## src/rtl/cdr_os.sv

```systemverilog
// Oversampling clock-data recovery: synchronizes the raw serial line, realigns phase on each
// transition, samples one bit per OSR clocks, grades transitions and tracks lock.
module cdr_os #(
  parameter int OSR         = 4,
  parameter int SYNC_STAGES = 3,
  parameter int SAMPLE_PH   = 1,
  parameter int TOL         = 1,
  parameter int LOCK_CNT    = 16,
  parameter int UNLOCK_ERR  = 4,
  parameter int MAX_RUN     = 16,
  parameter int ERRW        = 16
) (
  input  logic            i_clk,
  input  logic            i_res_n,
  input  logic            i_SerialData,
  input  logic            i_err_clr,
  output logic            o_RecoveryData,
  output logic            o_DataEn,
  output logic            o_err,
  output logic            o_timeout,
  output logic            o_locked,
  output logic [ERRW-1:0] o_err_cnt
);

  localparam int TOP  = SYNC_STAGES - 1;
  localparam int PHW  = (OSR > 1) ? $clog2(OSR) : 1;
  localparam int RUNW = $clog2(MAX_RUN + 1);
  localparam int GW   = $clog2(LOCK_CNT + 1);
  localparam int LVW  = $clog2(UNLOCK_ERR + 1);

  localparam logic [PHW-1:0]  PH_LAST   = PHW'(OSR - 1);
  localparam logic [PHW-1:0]  PH_SAMPLE = PHW'(SAMPLE_PH);
  localparam logic [PHW-1:0]  PH_EARLY  = PHW'(OSR - 1 - TOL);
  localparam logic [PHW-1:0]  PH_LATE   = PHW'(TOL);
  localparam logic [RUNW-1:0] RUN_MAX   = RUNW'(MAX_RUN);
  localparam logic [RUNW-1:0] RUN_LAST  = RUNW'(MAX_RUN - 1);
  localparam logic [GW-1:0]   G_LAST    = GW'(LOCK_CNT - 1);
  localparam logic [LVW-1:0]  LV_LAST   = LVW'(UNLOCK_ERR - 1);

  typedef enum logic {ACQ, LOCKED} state_t;

  logic [SYNC_STAGES-1:0] sync_q;
  logic                   ts_q;
  logic [PHW-1:0]         ph;
  logic [RUNW-1:0]        run_cnt;
  state_t                 state;
  logic [GW-1:0]          gcnt;
  logic [LVW-1:0]         lvl;

  logic ts, sample_now, in_win, bad_ts, good_ts, timeout_now;

  // NOTE: combinational terms are continuous assigns, so no path can be left unassigned and infer a latch.
  assign ts          = sync_q[TOP] ^ sync_q[TOP-1];
  assign sample_now  = (ph == PH_SAMPLE);
  assign in_win      = (ph >= PH_EARLY) || (ph < PH_LATE);
  // A transition right after another one is a glitch, whatever the phase says.
  assign bad_ts      = ts && (!in_win || ts_q);
  assign good_ts     = ts && !bad_ts;
  assign timeout_now = !ts && sample_now && (run_cnt == RUN_LAST);

  // NOTE: all state here uses non-blocking assignments so every register sees pre-edge values.
  always_ff @(posedge i_clk or negedge i_res_n) begin
    if (!i_res_n) begin
      sync_q         <= '0;
      ts_q           <= 1'b0;
      ph             <= '0;
      run_cnt        <= '0;
      o_RecoveryData <= 1'b0;
      o_DataEn       <= 1'b0;
      o_err          <= 1'b0;
      o_timeout      <= 1'b0;
      o_err_cnt      <= '0;
    end else begin
      sync_q <= {sync_q[SYNC_STAGES-2:0], i_SerialData};
      ts_q   <= ts;

      if (ts || ph == PH_LAST) ph <= '0;
      else                     ph <= ph + PHW'(1);

      o_DataEn <= sample_now;
      if (sample_now) o_RecoveryData <= sync_q[TOP];

      o_err     <= bad_ts;
      o_timeout <= timeout_now;

      // Holds at MAX_RUN after a timeout so the pulse fires only once per run.
      if (ts)                                  run_cnt <= '0;
      else if (sample_now && run_cnt != RUN_MAX) run_cnt <= run_cnt + RUNW'(1);

      if (i_err_clr)                 o_err_cnt <= '0;
      else if (o_err && ~&o_err_cnt) o_err_cnt <= o_err_cnt + ERRW'(1);
    end
  end

  always_ff @(posedge i_clk or negedge i_res_n) begin
    if (!i_res_n) begin
      state    <= ACQ;
      gcnt     <= '0;
      lvl      <= '0;
      o_locked <= 1'b0;
    end else begin
      o_locked <= (state == LOCKED);
      case (state)
        ACQ: begin
          if (good_ts) begin
            if (gcnt == G_LAST) begin
              state <= LOCKED;
              gcnt  <= '0;
              lvl   <= '0;
            end else begin
              gcnt <= gcnt + GW'(1);
            end
          end else if (bad_ts || timeout_now) begin
            gcnt <= '0;
          end
        end
        LOCKED: begin
          if (timeout_now) begin
            state <= ACQ;
            gcnt  <= '0;
            lvl   <= '0;
          end else if (bad_ts) begin
            if (lvl == LV_LAST) begin
              state <= ACQ;
              gcnt  <= '0;
              lvl   <= '0;
            end else begin
              lvl <= lvl + LVW'(1);
            end
          end else if (good_ts && lvl != '0) begin
            lvl <= lvl - LVW'(1);
          end
        end
        default: state <= ACQ;
      endcase
    end
  end

endmodule

```

## config.mk

```make
export PLATFORM = sky130hd
export DESIGN_NAME = cdr_os
export DESIGN_NICKNAME = d
export VERILOG_FILES = /design/src/rtl/cdr_os.sv
export SDC_FILE = /design/constraint.sdc
export NUM_CORES = 1
export LEC_CHECK = 0
export ABC_AREA = 1
export CAP_MARGIN = 20
export CORE_MARGIN = 5
export CORE_UTILIZATION = 48
export DETAILED_ROUTE_END_ITERATION = 8
export PLACE_DENSITY = 0.77
export SLEW_MARGIN = 20
export SYNTH_ARGS = -nofsm -noshare
export SYNTH_HDL_FRONTEND = slang
export SYNTH_SLANG_ARGS = --single-unit
```

## constraint.sdc

```tcl
create_clock -name i_clk -period 3.5 [get_ports i_clk]
set_clock_uncertainty 0.15 [all_clocks]
set_input_delay 0.525 -clock i_clk [delete_from_list [all_inputs] [get_ports i_clk]]
set_output_delay 0.525 -clock i_clk [all_outputs]
set_load 0.005 [all_outputs]
```

## Word-level counts from Yosys, hierarchy flattened

Cells that the tools add are included.
Widths: inputs -> output; s select.

| cells by class | value |
|---|---|
| bitwise logic cells | 2 |
| equality and inequality tests | 12 |
| $add $sub $neg | 6 |
| order comparisons | 2 |
| reduce and logical (&&, ||, !) cells | 21 |
| muxes and demuxes | 25 |

Operators with widths:

| operator | number |
|---|---|
| $mux 5 | 8 |
| $mux 16 | 2 |
| $mux 3 | 6 |
| $add 16x1->16 const B | 1 |
| $reduce_and 16->1 | 1 |
| $add 5x1->5 const B | 2 |
| $eq 5x4->1 const B | 2 |
| $pmux 5 s2 | 1 |
| $logic_and 1x1->1 | 7 |
| $ne 3x1->1 const B | 2 |
| $pmux 3 s2 | 1 |
| $reduce_and 3->1 | 2 |
| $mux 1 | 5 |
| $ne 5x5->1 const B | 1 |
| $logic_not 1->1 | 4 |
| $logic_or 1x1->1 | 4 |
| $ne 2x2->1 const B | 2 |
| $ne 4x1->1 const B | 1 |
| $reduce_bool 2->1 | 2 |
| $add 3x1->3 const B | 1 |
| $eq 3x2->1 const B | 1 |
| $ne 3x3->1 const B | 1 |
| $reduce_bool 3->1 | 1 |
| $sub 3x1->3 const B | 1 |
| 9 further kinds | 9 |

| word-level totals | value |
|---|---|
| bits of input ports | 4 |
| logic and storage cells | 81 |
| output and inout bits | 21 |
| register bits after elaboration | 41 |

## Longest topological paths before layout

Gate-level depths: netlist of the first run.

| depth | value |
|---|---|
| word-level depth | 12 |
| gate-level depth with buffers | 13 |
| depth with buffers taken out | 13 |

## Worst setup path before layout of the first run

OpenSTA, ideal clock, no wires.

| timing path | value |
|---|---|
| path kind | flip-flop to flip-flop |
| start point | register run_cnt[0] |
| end point | register gcnt[0] |
| cell stages (with the launch flop) | 14 |
| required time | 3.267 ns |
| period minus slack after synthesis | 1.681 ns |
| arrival time | 1.448 ns |
| buffers on the path | 0 |
| path slack | 1.819 ns |
| library setup time | 0.083 ns |
| cells stage by stage | dfrtp_1 -> ha_1 -> nand2_1 -> nor2_1 -> ha_1 -> nand2_1 -> inv_1 -> nand2_1 -> nand2_1 -> inv_1 -> nand2_1 -> nand2_1 -> nand2_1 -> o21ai_0 |

| on the way | value |
|---|---|
| cells in the longest elaborated chain, start to end | 5 |
| elaborated cells on any way between the ends | 9 |
| those cells by class | eq/ne (4); mux (2); reduce/logical (3) |

RTL lines:

| item | RTL line | source |
|---|---|---|
| from (decl) | 45 | `logic [RUNW-1:0] run_cnt;` |
| from (signal assigned) | 88 | `else if (sample_now && run_cnt != RUN_MAX) run_cnt <= run_cnt + RUNW'(1);` |
| $eq 5x4->1 * | 59 | `assign timeout_now = !ts && sample_now && (run_cnt == RUN_LAST);` |
| $logic_and 1x1->1 * | 59 |  |
| $logic_or 1x1->1 | 113 | `end else if (bad_ts \|\| timeout_now) begin` |
| $ne 3x3->1 (no line) | -- |  |
| $reduce_and 3->1 (no line) | -- |  |
| to (signal assigned) | 111 | `gcnt <= gcnt + GW'(1);` |
| to (decl) | 47 | `logic [GW-1:0] gcnt;` |

Every way passes the cells marked *; elsewhere a longest branch is shown, timed or not.
A chain may end at the register's enable or synchronous reset.

## Final worst setup path of the first run

| timing path | value |
|---|---|
| start point | register o_err_cnt[1] |
| end point | register o_err_cnt[3] |

| on the way | value |
|---|---|
| cells in the longest elaborated chain, start to end | 4 |
| elaborated cells on any way between the ends | 7 |
| those cells by class | add/sub (1); mux (2); reduce/logical (4) |

RTL lines:

| item | RTL line | source |
|---|---|---|
| from (decl) | 22 | `output logic [ERRW-1:0] o_err_cnt` |
| from (signal assigned) | 91 | `else if (o_err && ~&o_err_cnt) o_err_cnt <= o_err_cnt + ERRW'(1);` |
| parallel branches: the longest is 4 deep, another holds $add 16x1->16 | -- |  |

Several ways; the timed one is not identified. The select of a mux whose other input is x is not followed.

==> reports/summary.txt, run 1 <==
Status: complete, no violations
CP required: 3.58 ns
Initial antenna violation count: 0
Final-report setup violation count: 0
Crit path kind: flop to flop
Power density cells: 406 nW/um^2
Top post-synthesis cells by count: 96 x nand2_1, 41 x dfrtp_1, 35 x inv_1, 31 x nor2_1, 20 x nand3_1
Port bufs: 24
Final min period: 2.20 ns
Initial Util: 48.7%
Yosys top cell area share: 45.5%
FP Rows: 25
Clk slew on worst S/H paths: 0.08 ns
CP startpoint kind: flop
Core box area: 4630 um^2
Dpl cells: 369
Number of global-route vias before repair: 1934
Antenna fix cells: 0
Yosys cell types: 24
GRT Total Usage: 16.5%
R2R Setup Slk: 1.30 ns
CTS tree: done
Share of layout cells above drive strength 1: 6.50%
DIE WIDTH: 78.5 um
Count leader, synth: nand2_1
Synthesized instance count: 294
Most Crowded Layer GR: met2
Grt met3 use: 4.01%
Hold_buf cts: 0
Min Hold Slack: 0.212 ns
Max IR drop VDD: 0.309 mV
Lkg Pwr: 1.30 nW
Fin. Hold Viols: 0
Ys async rst share: 100%
TritonCTS Buffers: 5
Seq/Total Area, Yosys: 45.5%
Seq cells post-synth: 41
Post-synth top area cell: dfrtp_1
Syn. warnings: 0
DRC Markers: 0
Dominant cells by area after synthesis: dfrtp_1 46%, nand2_1 16%, ha_1 6.1%, inv_1 5.8%, nor2_1 5.2%
Mapped Area: 2250 um^2
Crit share post-route: 63.0%
CP max FO: 14
Clk sinks: 41
Avg WL per Cell: 12.2 um
RSZ-0062 raised after global routing: false
Slew Viols, Final: 0
Clock Latency Late Sink: 0.30 ns
Die area: 6170 um^2
First-pass GRT wire length: 8.17 mm
Tightest Pin Transition: 0.951 ns
Fmax: 454 MHz
Final WL: 4.61 mm
Post-route cell area: 2650 um^2
Post-synth EDFFs: 0
Routed vias: 1968
Longest Clk Path Bufs: 2
Mapped Avg Cell Area: 7.67 um^2
Synth Net Count: 309
Final TNS setup: 0 ns
Max-slew headroom: 36.4%
M1 GR Usage: 18.0%
DIE HEIGHT: 78.5 um
Final cell count without fillers: 377
Gr ovfl total: 0
Boundary Pins: 25
RePlAce Congestion: 0.884
CP endpoint kind: flop
Layout area overhead: 17.4%
Ys flop type: dfrtp_1
Final nets: 337
First DRT Iteration DRCs: 89
H-tree depth: 2
Post-DRT Antenna Nets: 0
Pre-antenna DRT Iters: 4
Cell area after placement: 2530 um^2
Min-Delay Path Class: input port to async pin
Largest net degree at the start of global routing: 42
Root Driver: clkbuf_8
Critical Path AT: 2.29 ns
Post_cts resized: 0
Via density: 5.22
HPWL after DPL: 3.30 mm
Postcts setup bufs: 0
Met2 usage: 30.4%
Max Cap Viol: 0
[state kept, by name, summed over array words and instances (netlist names), 2 cells and up]
name       cells
ph             2
gcnt           5
lvl            3
o_err_cnt     16
sync_q         3
run_cnt        5
[cell families after synthesis]
logic type,share of synthesized area [%]
buffers and inverters,7.49
AND/OR/NAND/NOR,32.9
XOR/XNOR,2.72
AO/OA/AOI/OAI,5.27
flip-flops,45.5
adder cells (fa/ha/maj),6.10
[critical path, stage by stage (launching register included)]
cell	delay, ns
dfrtp_1	0.43
ha_1	0.26
nand2_2	0.11
nor2_4	0.05
nand2_2	0.08
nor2_2	0.05
nor2_1	0.71
nand4_1	0.17
nand2_1	0.13
[through the flow]
stage,power [mW],utilization [%],worst slack (ns)
finish,1.08,57.2,1.30
global route,1.14,57.2,1.10
CTS,1.08,57.2,1.31
detailed placement,0.696,54.7,1.33
global placement,0.690,54.7,1.36
floorplan,0.632,-,1.82
[placed cells by master (no fill, tap or decap), drive strengths merged, types with 2 or more instances in the layout]
master | synthesis | layout
inv | 38 | 38
xor2 | 6 | 6
nor3 | 2 | 2
nand4 | 16 | 16
a21oi | 4 | 4
clkbuf | 0 | 5
dfrtp | 41 | 41
clkdlybuf4s50 | 0 | 23
o21ai | 12 | 12
o21bai | 3 | 3
or2 | 2 | 2
ha | 11 | 11
nand2 | 99 | 99
nand3 | 20 | 20
nor2 | 34 | 34
[layout make-up]
type / count / area (um^2)
fill: 417 / 1980
multi-input combinational: 212 / 1060
clock buffer: 5 / 68.8
tap: 54 / 67.6
timing repair buffer: 24 / 235
inverter: 38 / 143
sequential: 41 / 1030
clock inverter: 3 / 46.3
[layer usage]
| layer | up-vias | wire, um |
|---|---|---|
| li1 | 986 | - |
| met3 | 5 | 232 |
| met4 | 0 | 42 |
| met5 | - | 0 |
| met1 | 936 | 1990 |
| met2 | 41 | 2350 |
[power by group]
group / switching, mW / internal [mW]
Sequential: 0.0247 / 0.507
Clock: 0.176 / 0.213
Combinational: 0.0944 / 0.0603
[path summary, 6_finish.rpt]
| kind | from | end | cells past startpoint |
|---|---|---|---|
| setup reg to reg | o_err_cnt[1]$_DFFE_PN0P_ | o_err_cnt[3]$_DFFE_PN0P_ | 8 |
| hold reg to reg | sync_q[0]$_DFF_PN0_ | sync_q[1]$_DFF_PN0_ | 0 |
| min in group i_clk | sync_q[0]$_DFF_PN0_ | sync_q[1]$_DFF_PN0_ | 0 |
| max in group asynchronous | i_res_n | o_err_cnt[15]$_DFFE_PN0P_ | 1 |
| setup / recovery | o_err_cnt[1]$_DFFE_PN0P_ | o_err_cnt[3]$_DFFE_PN0P_ | 8 |
| hold / removal | i_res_n | o_err_cnt[3]$_DFFE_PN0P_ | 1 |
(Power assumes the default switching activity.)
==> run 2: changes to the inputs <==
--- a/config.mk
+++ b/config.mk
@@ -10,7 +10,7 @@
 export CORE_MARGIN = 5
 export CORE_UTILIZATION = 48
 export DETAILED_ROUTE_END_ITERATION = 8
-export PLACE_DENSITY = 0.77
+export PLACE_DENSITY = 0.79
 export SLEW_MARGIN = 20
 export SYNTH_ARGS = -nofsm -noshare
 export SYNTH_HDL_FRONTEND = slang
==> constraint.sdc (replaced) <==
create_clock -name i_clk -period 1.9 [get_ports i_clk]
set_clock_uncertainty 0.15 [all_clocks]
set_input_delay 0.285 -clock i_clk [delete_from_list [all_inputs] [get_ports i_clk]]
set_output_delay 0.285 -clock i_clk [all_outputs]
set_load 0.005 [all_outputs]
==> run 2 against run 1 <==
Combinational power rose by 110%. Register-to-register slack got worse by 1.3 ns. Count of clock-buffer cells in the layout did not move. Die area did not move. Via count rose by 5.2%. Clock power rose by 120%. Sequential share of layout area fell by 3.5 points. Final area rose by 10%. Setup slack got worse by 1.3 ns. First-iteration DRC count rose by 16%. Critical path type unchanged. Critical endpoint is now gcnt[0]$_DFFE_PN0P_.
==> reports/summary.txt, run 2 (same netlist as run 1, synthesis figures left out) <==
H-tree depth: 2 (unchanged)
RePlAce Congestion: 0.869 (-1.7%)
Initial Util: 48.7% (unchanged)
Final-report setup violation count: 0 (unchanged)
Largest regs: o_err_cnt (16), gcnt (5), run_cnt (5)
Max reg flops: 16 (unchanged)
CTS tree: done
Antenna fix cells: 0 (unchanged)
CP endpoint kind: flop
DRC Markers: 0 (unchanged)
Layout area overhead: 29.1%
DIE HEIGHT: 78.5 um (unchanged)
GRT Total Usage: 17.8% (+1.3 points)
Most frequent cells in the layout: 90 x nand2_1, 41 x dfrtp_1, 33 x inv_1, 29 x nor2_1, 23 x clkdlybuf4s50_1
Crit path kind: flop to flop
Fin worst setup slack: 0.0429 ns (-1.25 ns)
Sw Pwr: 558 uW (+89%)
Clock power share: 39.7% (+3.5 points)
TritonCTS Buffers: 5 (unchanged)
Sw frac: 25.9% (-1.5 points)
Max IR drop VDD: 0.523 mV (+69%)
Fin. Hold Viols: 0 (unchanged)
Crit-path leading delay family: simple AND/OR/NAND/NOR gates
Max incr delay on CP: 0.38 ns (-0.33 ns)
Status: complete, no violations
Dpl cells: 391 (+6.0%)
Via density: 5.16 (-1.1%)
Final TNS setup: 0 ns (unchanged)
Final WL: 5.25 mm (+14%)
Max Cap Viol: 0 (unchanged)
Worst path cell trace: ha_2 -> nand2_2 -> nor2_2 -> ha_2 -> nand2_2 -> inv_2 -> nand2_2 -> nand2_2 -> inv_2 -> nand2_4 -> nand2_4 -> nand2_1 -> o21ai_0
Min-Delay Path Class: flop to flop
FP Rows: 25 (unchanged)
Tightest Pin Transition: 0.485 ns (-0.466 ns)
Crit share post-route: 97.7% (+35 points)
Gr ovfl total: 0 (unchanged)
Lkg Pwr: 1.44 nW (+11%)
Port bufs: 24 (unchanged)
Min Hold Slack: 0.207 ns (-0.00447 ns)
R2R Setup Slk: 0.04 ns (-1.25 ns)
First-pass GRT wire length: 8.87 mm (+8.6%)
Max-slew headroom: 67.7% (+31 points)
Place WS: -0.143 ns (-1.47 ns)
Share of layout cells above drive strength 1: 16.4% (+9.9 points)
Post-DRT Antenna Nets: 0 (unchanged)
Largest Register: o_err_cnt
Largest net degree at the start of global routing: 24 (-43%)
CP max FO: 4 (-10)
Power density cells: 739 nW/um^2 (+82%)
Die area: 6170 um^2 (unchanged)
Fmax: 538 MHz (+19%)
Worst path bufs/invs: 2 (+2)
Worst path slowest cell: dfrtp_1
Critical Path AT: 1.89 ns (-0.40 ns)
Clk sinks: 41 (unchanged)
Most common cell after layout, fill and taps aside: nand2_1
Final min period: 1.86 ns (-0.346 ns)
DIE WIDTH: 78.5 um (unchanged)
Boundary Pins: 25 (unchanged)
Pre-antenna DRT Iters: 5 (+1)
Initial antenna violation count: 0 (unchanged)
Gate power share: 14.8% (+0.4 points)
CP dominant cell by count: nand2_2
Clock Latency Late Sink: 0.29 ns (about the same)
Root Driver: clkbuf_8
Avg WL per Cell: 13.1 um (+7.1%)
Internal: 1.59 mW (+100%)
Final cell count without fillers: 401 (+6.4%)
Clk slew on worst S/H paths: 0.08 ns (about the same)
Pwr Total: 2.15 mW (+100%)
Sequential share of power: 45.5% (-3.9 points)
CP required: 1.93 ns (-1.65 ns)
Core box area: 4630 um^2 (unchanged)
Number of global-route vias before repair: 2076 (+7.3%)
Longest Clk Path Bufs: 2 (unchanged)
Routed vias: 2070 (+5.2%)
Final nets: 361 (+7.1%)
Slew Viols, Final: 0 (unchanged)
HPWL after DPL: 3.75 mm (+14%)
First DRT Iteration DRCs: 103 (+16%)
CP startpoint kind: flop
run 2: area by class of cell:
class,count,area (um^2)
clock inverters,3,68.8
inverters,38,145
repair buffers,48,430
well taps,54,67.6
multi-input cells,212,1100
flip-flops and latches,41,1030
fillers,412,1720
clock buffers,5,68.8
run 2: power groups by stage:
stage	combinational, mW	sequential [mW]	clock [mW]
CTS	0.315	0.977	0.870
global route	0.367	0.988	0.898
floorplan	0.175	0.990	0
global placement	0.297	0.990	0
finish	0.318	0.978	0.855
detailed placement	0.309	0.993	0
run 2: worst register-to-register path: cells and delay by family (launching register included):
family,cells,cell delay (ns)
compound gates,1,0.06
fa+ha+maj,2,0.38
buf+inv,2,0.13
flops,1,0.38
simple gates,8,0.62
run 2: path summary, 6_finish.rpt:
| path | start | end | depth (start not counted) |
|---|---|---|---|
| setup reg to reg | run_cnt[1]$_DFFE_PN0P_ | gcnt[0]$_DFFE_PN0P_ | 13 |
| setup / recovery | run_cnt[1]$_DFFE_PN0P_ | gcnt[0]$_DFFE_PN0P_ | 13 |
| hold / removal | sync_q[0]$_DFF_PN0_ | sync_q[1]$_DFF_PN0_ | 0 |
| min in group asynchronous | i_res_n | o_err_cnt[6]$_DFFE_PN0P_ | 2 |
| hold reg to reg | sync_q[0]$_DFF_PN0_ | sync_q[1]$_DFF_PN0_ | 0 |
| max in group asynchronous | i_res_n | run_cnt[3]$_DFFE_PN0P_ | 3 |
run 2: per-layer routing:
metal	track usage [%]	vias up	share of wire, %
met2	33.4	53	52
li1	-	1036	-
met4	5.94	0	1.3
met5	0	-	0
met1	19.5	971	42
met3	4.13	10	4.3
run 2: stage by stage:
step           utilization (%)  instance area, um^2
6_report                  62.9                 2910
4_1_cts                   61.9                 2860
3_5_place_dp              58.5                 2710
3_3_place_gp              58.5                 2710
2_1_floorplan                -                 2250
5_1_grt                   62.9                 2910
run 2: what timing repair did:
item,4_1_cts,5_1_grt
endpoints found under the hold margin,18,0
cloned,0,0
setup buffers,0,1
hold buffers,1,0
endpoints found under the setup margin,21,19
gates resized for setup,5,14
pin swaps,0,3
